File: config.mk
export PLATFORM = sky130hd
export DESIGN_NAME = button_event_unit
export DESIGN_NICKNAME = d
export VERILOG_FILES = /design/src/rtl/button_event_unit_pkg.sv /design/src/rtl/button_channel.sv /design/src/rtl/button_event_unit.sv
export SDC_FILE = /design/constraint.sdc
export NUM_CORES = 1
export LEC_CHECK = 0
export CAP_MARGIN = 20
export CORE_ASPECT_RATIO = 1.75
export CORE_MARGIN = 4
export CORE_UTILIZATION = 56
export CTS_CLUSTER_DIAMETER = 50
export CTS_CLUSTER_SIZE = 28
export DETAILED_ROUTE_END_ITERATION = 8
export PLACE_DENSITY = 0.72
export SETUP_SLACK_MARGIN = 0.05
export SLEW_MARGIN = 40
export SYNTH_ARGS = -nofsm -noshare
export SYNTH_HDL_FRONTEND = slang
export SYNTH_SLANG_ARGS = --single-unit
File: constraint.sdc
create_clock -name Clock -period 2.6 [get_ports Clock]
set_input_delay 0.39 -clock Clock [delete_from_list [all_inputs] [get_ports Clock]]
set_output_delay 0.39 -clock Clock [all_outputs]
set_load 0.05 [all_outputs]
File: src/rtl/button_event_unit_pkg.sv
// rtl/button_event_unit_pkg.sv - shared button indices and per-button FSM state encodings
package button_event_unit_pkg;

    localparam int NUM_BUTTONS   = 4;

    localparam int BTN_IDX_EAST  = 3;
    localparam int BTN_IDX_WEST  = 2;
    localparam int BTN_IDX_NORTH = 1;
    localparam int BTN_IDX_SOUTH = 0;

    typedef enum logic [2:0] {
        BST_IDLE         = 3'd0,
        BST_PRESS_WAIT   = 3'd1,
        BST_HELD         = 3'd2,
        BST_REPEAT       = 3'd3,
        BST_RELEASE_WAIT = 3'd4
    } btn_state_e;

    // Every state from debounced acceptance until debounced release counts as "held".
    function automatic logic state_is_held(input btn_state_e s);
        return (s == BST_HELD) || (s == BST_REPEAT) || (s == BST_RELEASE_WAIT);
    endfunction

endpackage

File: src/rtl/button_channel.sv
// rtl/button_channel.sv - one button: synchroniser, debounce/repeat FSM, sticky pending flag
module button_channel
    import button_event_unit_pkg::*;
#(
    parameter int DEBOUNCE_CYCLES = 500000,
    parameter int REPEAT_DELAY    = 25000000,
    parameter int REPEAT_PERIOD   = 5000000,
    parameter int CNT_WIDTH       = 25
) (
    input  logic clk_i,
    input  logic rst_ni,
    input  logic button_i,
    input  logic ack_i,
    output logic pending_o,
    output logic held_o,
    output logic strobe_o
);

    localparam logic [CNT_WIDTH-1:0] CNT_ONE = CNT_WIDTH'(1);
    localparam logic [CNT_WIDTH-1:0] DB_LAST = CNT_WIDTH'(DEBOUNCE_CYCLES - 1);
    // Guarded so a disabled repeat never produces a negative terminal count.
    localparam logic [CNT_WIDTH-1:0] RD_LAST = CNT_WIDTH'((REPEAT_DELAY == 0) ? 0 : REPEAT_DELAY - 1);
    localparam logic [CNT_WIDTH-1:0] RP_LAST = CNT_WIDTH'(REPEAT_PERIOD - 1);

    logic                 s1_q;
    logic                 s2_q;
    btn_state_e           state_q, state_d;
    logic [CNT_WIDTH-1:0] cnt_q, cnt_d;
    logic                 pending_q, pending_d;
    logic                 held_q, held_d;
    logic                 strobe_q;
    logic                 raise;

    // Two-flop synchroniser for the asynchronous raw button level.
    always_ff @(posedge clk_i or negedge rst_ni) begin
        if (!rst_ni) begin
            s1_q <= 1'b0;
            s2_q <= 1'b0;
        end else begin
            s1_q <= button_i;
            s2_q <= s1_q;
        end
    end

    // Next state, counter and event raise for the debounce/repeat FSM.
    always_comb begin
        state_d = state_q;
        cnt_d   = cnt_q;
        raise   = 1'b0;
        case (state_q)
            BST_IDLE: begin
                if (s2_q) begin
                    state_d = BST_PRESS_WAIT;
                    cnt_d   = '0;
                end
            end
            BST_PRESS_WAIT: begin
                if (!s2_q) begin
                    state_d = BST_IDLE;
                end else if (cnt_q == DB_LAST) begin
                    state_d = BST_HELD;
                    cnt_d   = '0;
                    raise   = 1'b1;
                end else begin
                    cnt_d = cnt_q + CNT_ONE;
                end
            end
            BST_HELD: begin
                if (!s2_q) begin
                    state_d = BST_RELEASE_WAIT;
                    cnt_d   = '0;
                end else if (REPEAT_DELAY != 0) begin
                    if (cnt_q == RD_LAST) begin
                        state_d = BST_REPEAT;
                        cnt_d   = '0;
                        raise   = 1'b1;
                    end else begin
                        cnt_d = cnt_q + CNT_ONE;
                    end
                end
            end
            BST_REPEAT: begin
                if (!s2_q) begin
                    state_d = BST_RELEASE_WAIT;
                    cnt_d   = '0;
                end else if (cnt_q == RP_LAST) begin
                    cnt_d = '0;
                    raise = 1'b1;
                end else begin
                    cnt_d = cnt_q + CNT_ONE;
                end
            end
            BST_RELEASE_WAIT: begin
                // A bounce back high returns to HELD and restarts the repeat delay silently.
                if (s2_q) begin
                    state_d = BST_HELD;
                    cnt_d   = '0;
                end else if (cnt_q == DB_LAST) begin
                    state_d = BST_IDLE;
                    cnt_d   = '0;
                end else begin
                    cnt_d = cnt_q + CNT_ONE;
                end
            end
            default: begin
                state_d = BST_IDLE;
                cnt_d   = '0;
            end
        endcase
    end

    // Pending flag: a raise in the same cycle as an ack wins so no event is lost.
    always_comb begin
        pending_d = raise | (pending_q & ~ack_i);
        held_d    = state_is_held(state_d);
    end

    // FSM state, counter and registered outputs.
    always_ff @(posedge clk_i or negedge rst_ni) begin
        if (!rst_ni) begin
            state_q   <= BST_IDLE;
            cnt_q     <= '0;
            pending_q <= 1'b0;
            held_q    <= 1'b0;
            strobe_q  <= 1'b0;
        end else begin
            state_q   <= state_d;
            cnt_q     <= cnt_d;
            pending_q <= pending_d;
            held_q    <= held_d;
            strobe_q  <= raise;
        end
    end

    assign pending_o = pending_q;
    assign held_o    = held_q;
    assign strobe_o  = strobe_q;

endmodule

File: src/rtl/button_event_unit.sv
// rtl/button_event_unit.sv - four debounced push-button event channels for the MiniAlu core
module button_event_unit
    import button_event_unit_pkg::*;
#(
    parameter int DEBOUNCE_CYCLES = 500000,
    parameter int REPEAT_DELAY    = 25000000,
    parameter int REPEAT_PERIOD   = 5000000,
    parameter int CNT_WIDTH       = 25
) (
    input  logic                   Clock,
    input  logic                   Reset,
    input  logic [NUM_BUTTONS-1:0] iButton,
    input  logic [NUM_BUTTONS-1:0] iAck,
    output logic [NUM_BUTTONS-1:0] oPending,
    output logic [NUM_BUTTONS-1:0] oHeld,
    output logic [NUM_BUTTONS-1:0] oEventStrobe
);

    button_channel #(
        .DEBOUNCE_CYCLES (DEBOUNCE_CYCLES),
        .REPEAT_DELAY    (REPEAT_DELAY),
        .REPEAT_PERIOD   (REPEAT_PERIOD),
        .CNT_WIDTH       (CNT_WIDTH)
    ) u_east (
        .clk_i     (Clock),
        .rst_ni    (Reset),
        .button_i  (iButton[BTN_IDX_EAST]),
        .ack_i     (iAck[BTN_IDX_EAST]),
        .pending_o (oPending[BTN_IDX_EAST]),
        .held_o    (oHeld[BTN_IDX_EAST]),
        .strobe_o  (oEventStrobe[BTN_IDX_EAST])
    );

    button_channel #(
        .DEBOUNCE_CYCLES (DEBOUNCE_CYCLES),
        .REPEAT_DELAY    (REPEAT_DELAY),
        .REPEAT_PERIOD   (REPEAT_PERIOD),
        .CNT_WIDTH       (CNT_WIDTH)
    ) u_west (
        .clk_i     (Clock),
        .rst_ni    (Reset),
        .button_i  (iButton[BTN_IDX_WEST]),
        .ack_i     (iAck[BTN_IDX_WEST]),
        .pending_o (oPending[BTN_IDX_WEST]),
        .held_o    (oHeld[BTN_IDX_WEST]),
        .strobe_o  (oEventStrobe[BTN_IDX_WEST])
    );

    button_channel #(
        .DEBOUNCE_CYCLES (DEBOUNCE_CYCLES),
        .REPEAT_DELAY    (REPEAT_DELAY),
        .REPEAT_PERIOD   (REPEAT_PERIOD),
        .CNT_WIDTH       (CNT_WIDTH)
    ) u_north (
        .clk_i     (Clock),
        .rst_ni    (Reset),
        .button_i  (iButton[BTN_IDX_NORTH]),
        .ack_i     (iAck[BTN_IDX_NORTH]),
        .pending_o (oPending[BTN_IDX_NORTH]),
        .held_o    (oHeld[BTN_IDX_NORTH]),
        .strobe_o  (oEventStrobe[BTN_IDX_NORTH])
    );

    button_channel #(
        .DEBOUNCE_CYCLES (DEBOUNCE_CYCLES),
        .REPEAT_DELAY    (REPEAT_DELAY),
        .REPEAT_PERIOD   (REPEAT_PERIOD),
        .CNT_WIDTH       (CNT_WIDTH)
    ) u_south (
        .clk_i     (Clock),
        .rst_ni    (Reset),
        .button_i  (iButton[BTN_IDX_SOUTH]),
        .ack_i     (iAck[BTN_IDX_SOUTH]),
        .pending_o (oPending[BTN_IDX_SOUTH]),
        .held_o    (oHeld[BTN_IDX_SOUTH]),
        .strobe_o  (oEventStrobe[BTN_IDX_SOUTH])
    );

endmodule

Word level (Yosys, flattened, before mapping). Cells that the tools add are included.

Add/sub/neg operators: 4. Multiplexer cells: 100. Equal/unequal tests: 48. Bitwise operators: 12. Reduce and logical (&&, ||, !) cells: 16.

Operators by type and width (count): 25-bit 2-to-1 mux (32); 25-bit case mux with 5 select lines (4); 25-bit by 1-bit adder with 25-bit output, second input constant (4); 25-bit by 19-bit == test with 1-bit output, second input constant (4); 25-bit by 23-bit == test with 1-bit output, second input constant (4); 25-bit == test, second input constant (4); 3-bit 2-to-1 mux (32); 3-bit case mux with 5 select lines (4); 3-bit by 2-bit == test with 1-bit output, second input constant (16); 3-bit == test, second input constant (8); 1-bit 2-to-1 mux (24); 2-bit by 1-bit inequality test with 1-bit output, second input constant (8); 3-bit by 1-bit == test with 1-bit output, second input constant (4); 3-bit logical NOT (4); 1-bit case mux with 3 select lines (4); 1-bit logical OR (8); 2-bit AND reduction (4); 1-bit bitwise AND (4); 1-bit inverter (4); 1-bit OR (4).

Logic and storage cells: 208. Register bits: 132. Output and inout port bits: 12.

Depth between registers and ports, before layout.
Depth after elaboration: 7. Depth in mapped cells: 9. Depth with buffers taken out: 7.

Hierarchy. A second synthesis with hierarchy kept.

Cells, all modules: 828. Area, all modules: 7455.9 um^2.

Modules (own cells, without submodules): button_channel at u_east ... (instances 3, area each 1873.0 um^2, sequential area each 825.8 um^2, cells each 212); button_channel at u_west (instances 1, area each 1836.8 um^2, sequential area each 825.8 um^2, cells each 192).

Worst setup path before layout. No wires, ideal clock.

Kind: reg2reg. Start: register u_east.cnt_q[20]. End: register u_east.cnt_q[16]. Buffers on the path: 2. Arrival time: 2.148 ns. Path slack: 0.333 ns. Setup time: 0.119 ns. Cell stages (with the launch flop): 9. Cell sequence: dfrtp_1 or4b_2 nor4_4 nand4_2 a31oi_4 and2_1 buf_6 buf_8 nor2_1.

Longest elaborated chain between the ends: 4. Elaborated cells on any way between the ends: 11. Those cells by class: 3 x eq/ne; 8 x mux.

Ends and longest elaborated chain: start, declared (RTL line button_channel.sv:28) `logic [CNT_WIDTH-1:0] cnt_q, cnt_d;`; start signal, assigned (RTL line button_channel.sv:128) `cnt_q <= cnt_d;`; 25-bit by 19-bit == test with 1-bit output, or another cell as far along (RTL line button_channel.sv:60, button_channel.sv:98); 25-bit 2-to-1 mux (on tied branches) (2 in a row); 25-bit case mux with 5 select lines * (RTL line button_channel.sv:50) `case (state_q)`.

Every way passes the cells marked *; elsewhere a longest branch is shown, timed or not. The select of a mux whose other input is x is not followed. A chain may end at the register's enable or synchronous reset.

Worst setup path in the final report.
Start: register u_west.cnt_q[9]. End: register u_west.cnt_q[8].

Longest elaborated chain between the ends: 4. Elaborated cells on any way between the ends: 11. Those cells by class: 3 x eq/ne; 8 x mux.

Ends and longest elaborated chain (RTL line): start, declared (button_channel.sv:28); start signal, assigned (button_channel.sv:128); 25-bit by 19-bit == test with 1-bit output, or another cell as far along (button_channel.sv:60, button_channel.sv:98); 25-bit 2-to-1 mux (on tied branches) (2 in a row); 25-bit case mux with 5 select lines * (button_channel.sv:50).

Marked as above.

==> results.toml <==
[grt]
grt_overflow_total = 0
track_usage_pct = 26.4
antenna_found_initial = 0
grt_pass1_wl_mm = 33.1
grt_max_degree = 58
grt_pass1_vias = 7211

[cts]
clk_transition_reported_paths_ns = 0.06
clock_latency_ns = 0.42
cts_tree = "done"
htree_num_levels = 4
clock_sinks = 132
cts_root_buf = "clkbuf_16"
clk_path_buf_depth = 2
numCtsBuffers = 17

[timing]
worst_slack_ns = 0.160
finalHoldViolations = 0
final.setup.tns_ns = 0
whs_ns = 0.346
tightest_slew_ns = 0.680
fin_crit_sh_pct = 93.8
setup_viol = 0
rsz0062_at_grt = "false"
drv_slew = 0
fmax_mhz = 410
fin_skew_ns = 0.00944
period_needed_ns = 2.44
maxSlewHeadroom_pct = 54.5

[yosys]
synth.most_common_cell = "dfrtp_1"
synth_area_leaders = "dfrtp_1 (44%), nor2_1 (4.7%), nand2_1 (4.4%)"
ys.flop_type = "dfrtp_1"
synth_area_um2 = 7540
yosys.area.top_type = "dfrtp_1"
synthArstFlopShare_pct = 100
syn-num-nets = 878
synth_top_area_share_pct = 43.8
synthDistinctLibCells = 71
ys_ff_latch = 132
netlist_top_cells_count = "dfrtp_1 (132), nor2_1 (95), nand2_1 (89), nand3_1 (52), o21ai_0 (50)"
ys_warn_count = 0
syn_avg_cell_area_um2 = 8.73
seq_area_frac_synth_pct = 43.8
synthCells = 864
synth-edff-count = 0

[routing]
drt_first_pass_iters = 7
vias = 6965
drt_iter0_drc = 411
wl_per_cell_um = 17.8
avgViaCountPerCell = 6.46
drt-total-wl_mm = 19.1
drcViolationCount = 0
ant_nets = 0

[setup_path]
r2r_slack_ns = 0.16
crit_path_start_kind = "register"
required_ns = 2.91
worstPathArrival_ns = 2.75
r2r_cells = 7
startpoint = "u_west.cnt_q[9]$_DFFE_PN0P_"
criticalPathCategory = "register to register"
cp-endpoint = "u_west.cnt_q[8]$_DFFE_PN0P_"
r2r_end = "u_west.cnt_q[8]$_DFFE_PN0P_"
reg2reg_from = "u_west.cnt_q[9]$_DFFE_PN0P_"
path_max_fanout = 9
critPathCaptureType = "register"

[flow_run]
max_cap_viol_count = 0

[power_and_ir_drop]
p_per_area_nw_per_um2 = 568
combPwrFrac_pct = 5.1
power_frac_seq_pct = 43.1
p_sw_share_pct = 23.3
irDropWorstVdd_uv = 417
intPower_mw = 3.81
switchingPower_mw = 1.16
p_clk_share_pct = 51.7
total_power_mw = 4.96
p_leak_nw = 3.55

[final_layout]
fin_nets = 908
stdcell_count = 1078
syn_to_final_growth_pct = 15.9
fillers = 1063
drive_above_1_share_pct = 12.3
antennaDiodeCount = 0
design_area_um2 = 8740
final_core_util_pct = 66.9

[floorplanning]
die-area_um2 = 15500
io_pins = 22
die_x_um = 95.7
die_h_um = 162
row_count = 55
core_um2 = 13100
start_util_pct = 57.7

[placed_design]
gp_routability_congestion = 0.944
hpwl_mm = 13.1
dp_cells = 1044
preCtsSetupSlack_ns = 0.0234
dpl_cell_area_um2 = 8050
port_buffers = 21

[outcome]
run_status = "complete, no violations"

[worst_hold_path]
hp-class = "register to register"
==> what timing repair did <==
item / 4_1_cts / 5_1_grt
hold endpoints to repair: 55 / 0
hold buffers: 1 / 0
pin swaps: 0 / 2
setup endpoints to repair: 6 / 66
gates resized for setup: 1 / 8
buffers inserted: 0 / 1
==> kinds of logic (layout without fill, tap and decap cells) <==
kind of cell | count (synthesis) | after routing | share of synthesized area, %
and+or+nand+nor | 433 | 433 | 30.2
AOI/OAI and AO/OA | 172 | 172 | 15.4
DFF | 132 | 132 | 43.8
adders and majority gates | 4 | 4 | 0.663
buffers and inverters | 85 | 128 | 5.41
xor gates and xnor gates | 32 | 32 | 3.72
muxes | 6 | 6 | 0.829
==> metal layers <==
metal / GRT usage (%) / routed length (µm) / part of all wire (%)
met3: 4.85 / 910 / 4.8
met4: 15.3 / 832 / 4.3
met5: 0 / 0 / 0
met1: 30.0 / 7370 / 39
met2: 45.0 / 10000 / 52
==> power groups by stage <==
stage	combinational [mW]	clock [mW]	sequential (mW)
floorplan	0.136	0	2.16
global placement	0.240	0	2.17
detailed placement	0.251	0	2.18
CTS	0.257	2.60	2.14
global route	0.292	2.68	2.15
finish	0.254	2.57	2.14
==> state kept, by name (all words and copies together), names as in the netlist, 3 cells and up <==
signal	flops
u_east.cnt_q	25
u_east.state_q	3
u_north.cnt_q	25
u_north.state_q	3
u_south.cnt_q	25
u_south.state_q	3
u_west.cnt_q	25
u_west.state_q	3
==> final cells by class <==
| class | instances | area (µm²) | share of cell area [%] |
|---|---|---|---|
| clock inverters | 10 | 145 | 1.66 |
| flip-flops and latches | 132 | 3310 | 37.8 |
| multi-input cells | 647 | 3900 | 44.7 |
| clock buffers | 22 | 484 | 5.54 |
| repair buffers | 66 | 577 | 6.60 |
| well taps | 171 | 214 | 2.45 |
| inverters | 30 | 113 | 1.29 |
==> layout by cell type (no fill, tap or decap), types with 17 or more instances in the layout <==
cell,n
a21oi_1,24
buf_4,42
clkbuf_16,17
clkdlybuf4s50_1,20
dfrtp_1,130
inv_1,30
nand2_1,89
nand3_1,52
nand4_1,32
nor2_1,94
nor3_1,35
o21ai_0,49
xnor2_1,24
==> worst min path at each step <==
stage,from,end,slack (ns),depth (start not counted)
floorplan,Reset,u_east.cnt_q[0]$_DFFE_PN0P_,0.09,0
global placement,u_north.s1_q$_DFF_PN0_,u_north.s2_q$_DFF_PN0_,0.33,0
detailed placement,u_north.s1_q$_DFF_PN0_,u_north.s2_q$_DFF_PN0_,0.34,0
CTS,u_north.s1_q$_DFF_PN0_,u_north.s2_q$_DFF_PN0_,0.35,0
global route,u_north.s1_q$_DFF_PN0_,u_north.s2_q$_DFF_PN0_,0.36,0
finish,u_north.s1_q$_DFF_PN0_,u_north.s2_q$_DFF_PN0_,0.35,0
==> worst max-delay path, stage by stage (launching register included) <==
cell,delay [ns]
dfrtp_1,0.37
or3b_1,0.45
nand4b_1,0.22
a2111o_1,0.49
a31oi_4,0.25
buf_4,0.21
o21ai_1,0.08
a22o_1,0.25
No activity file was read; power rests on OpenSTA's default activity.
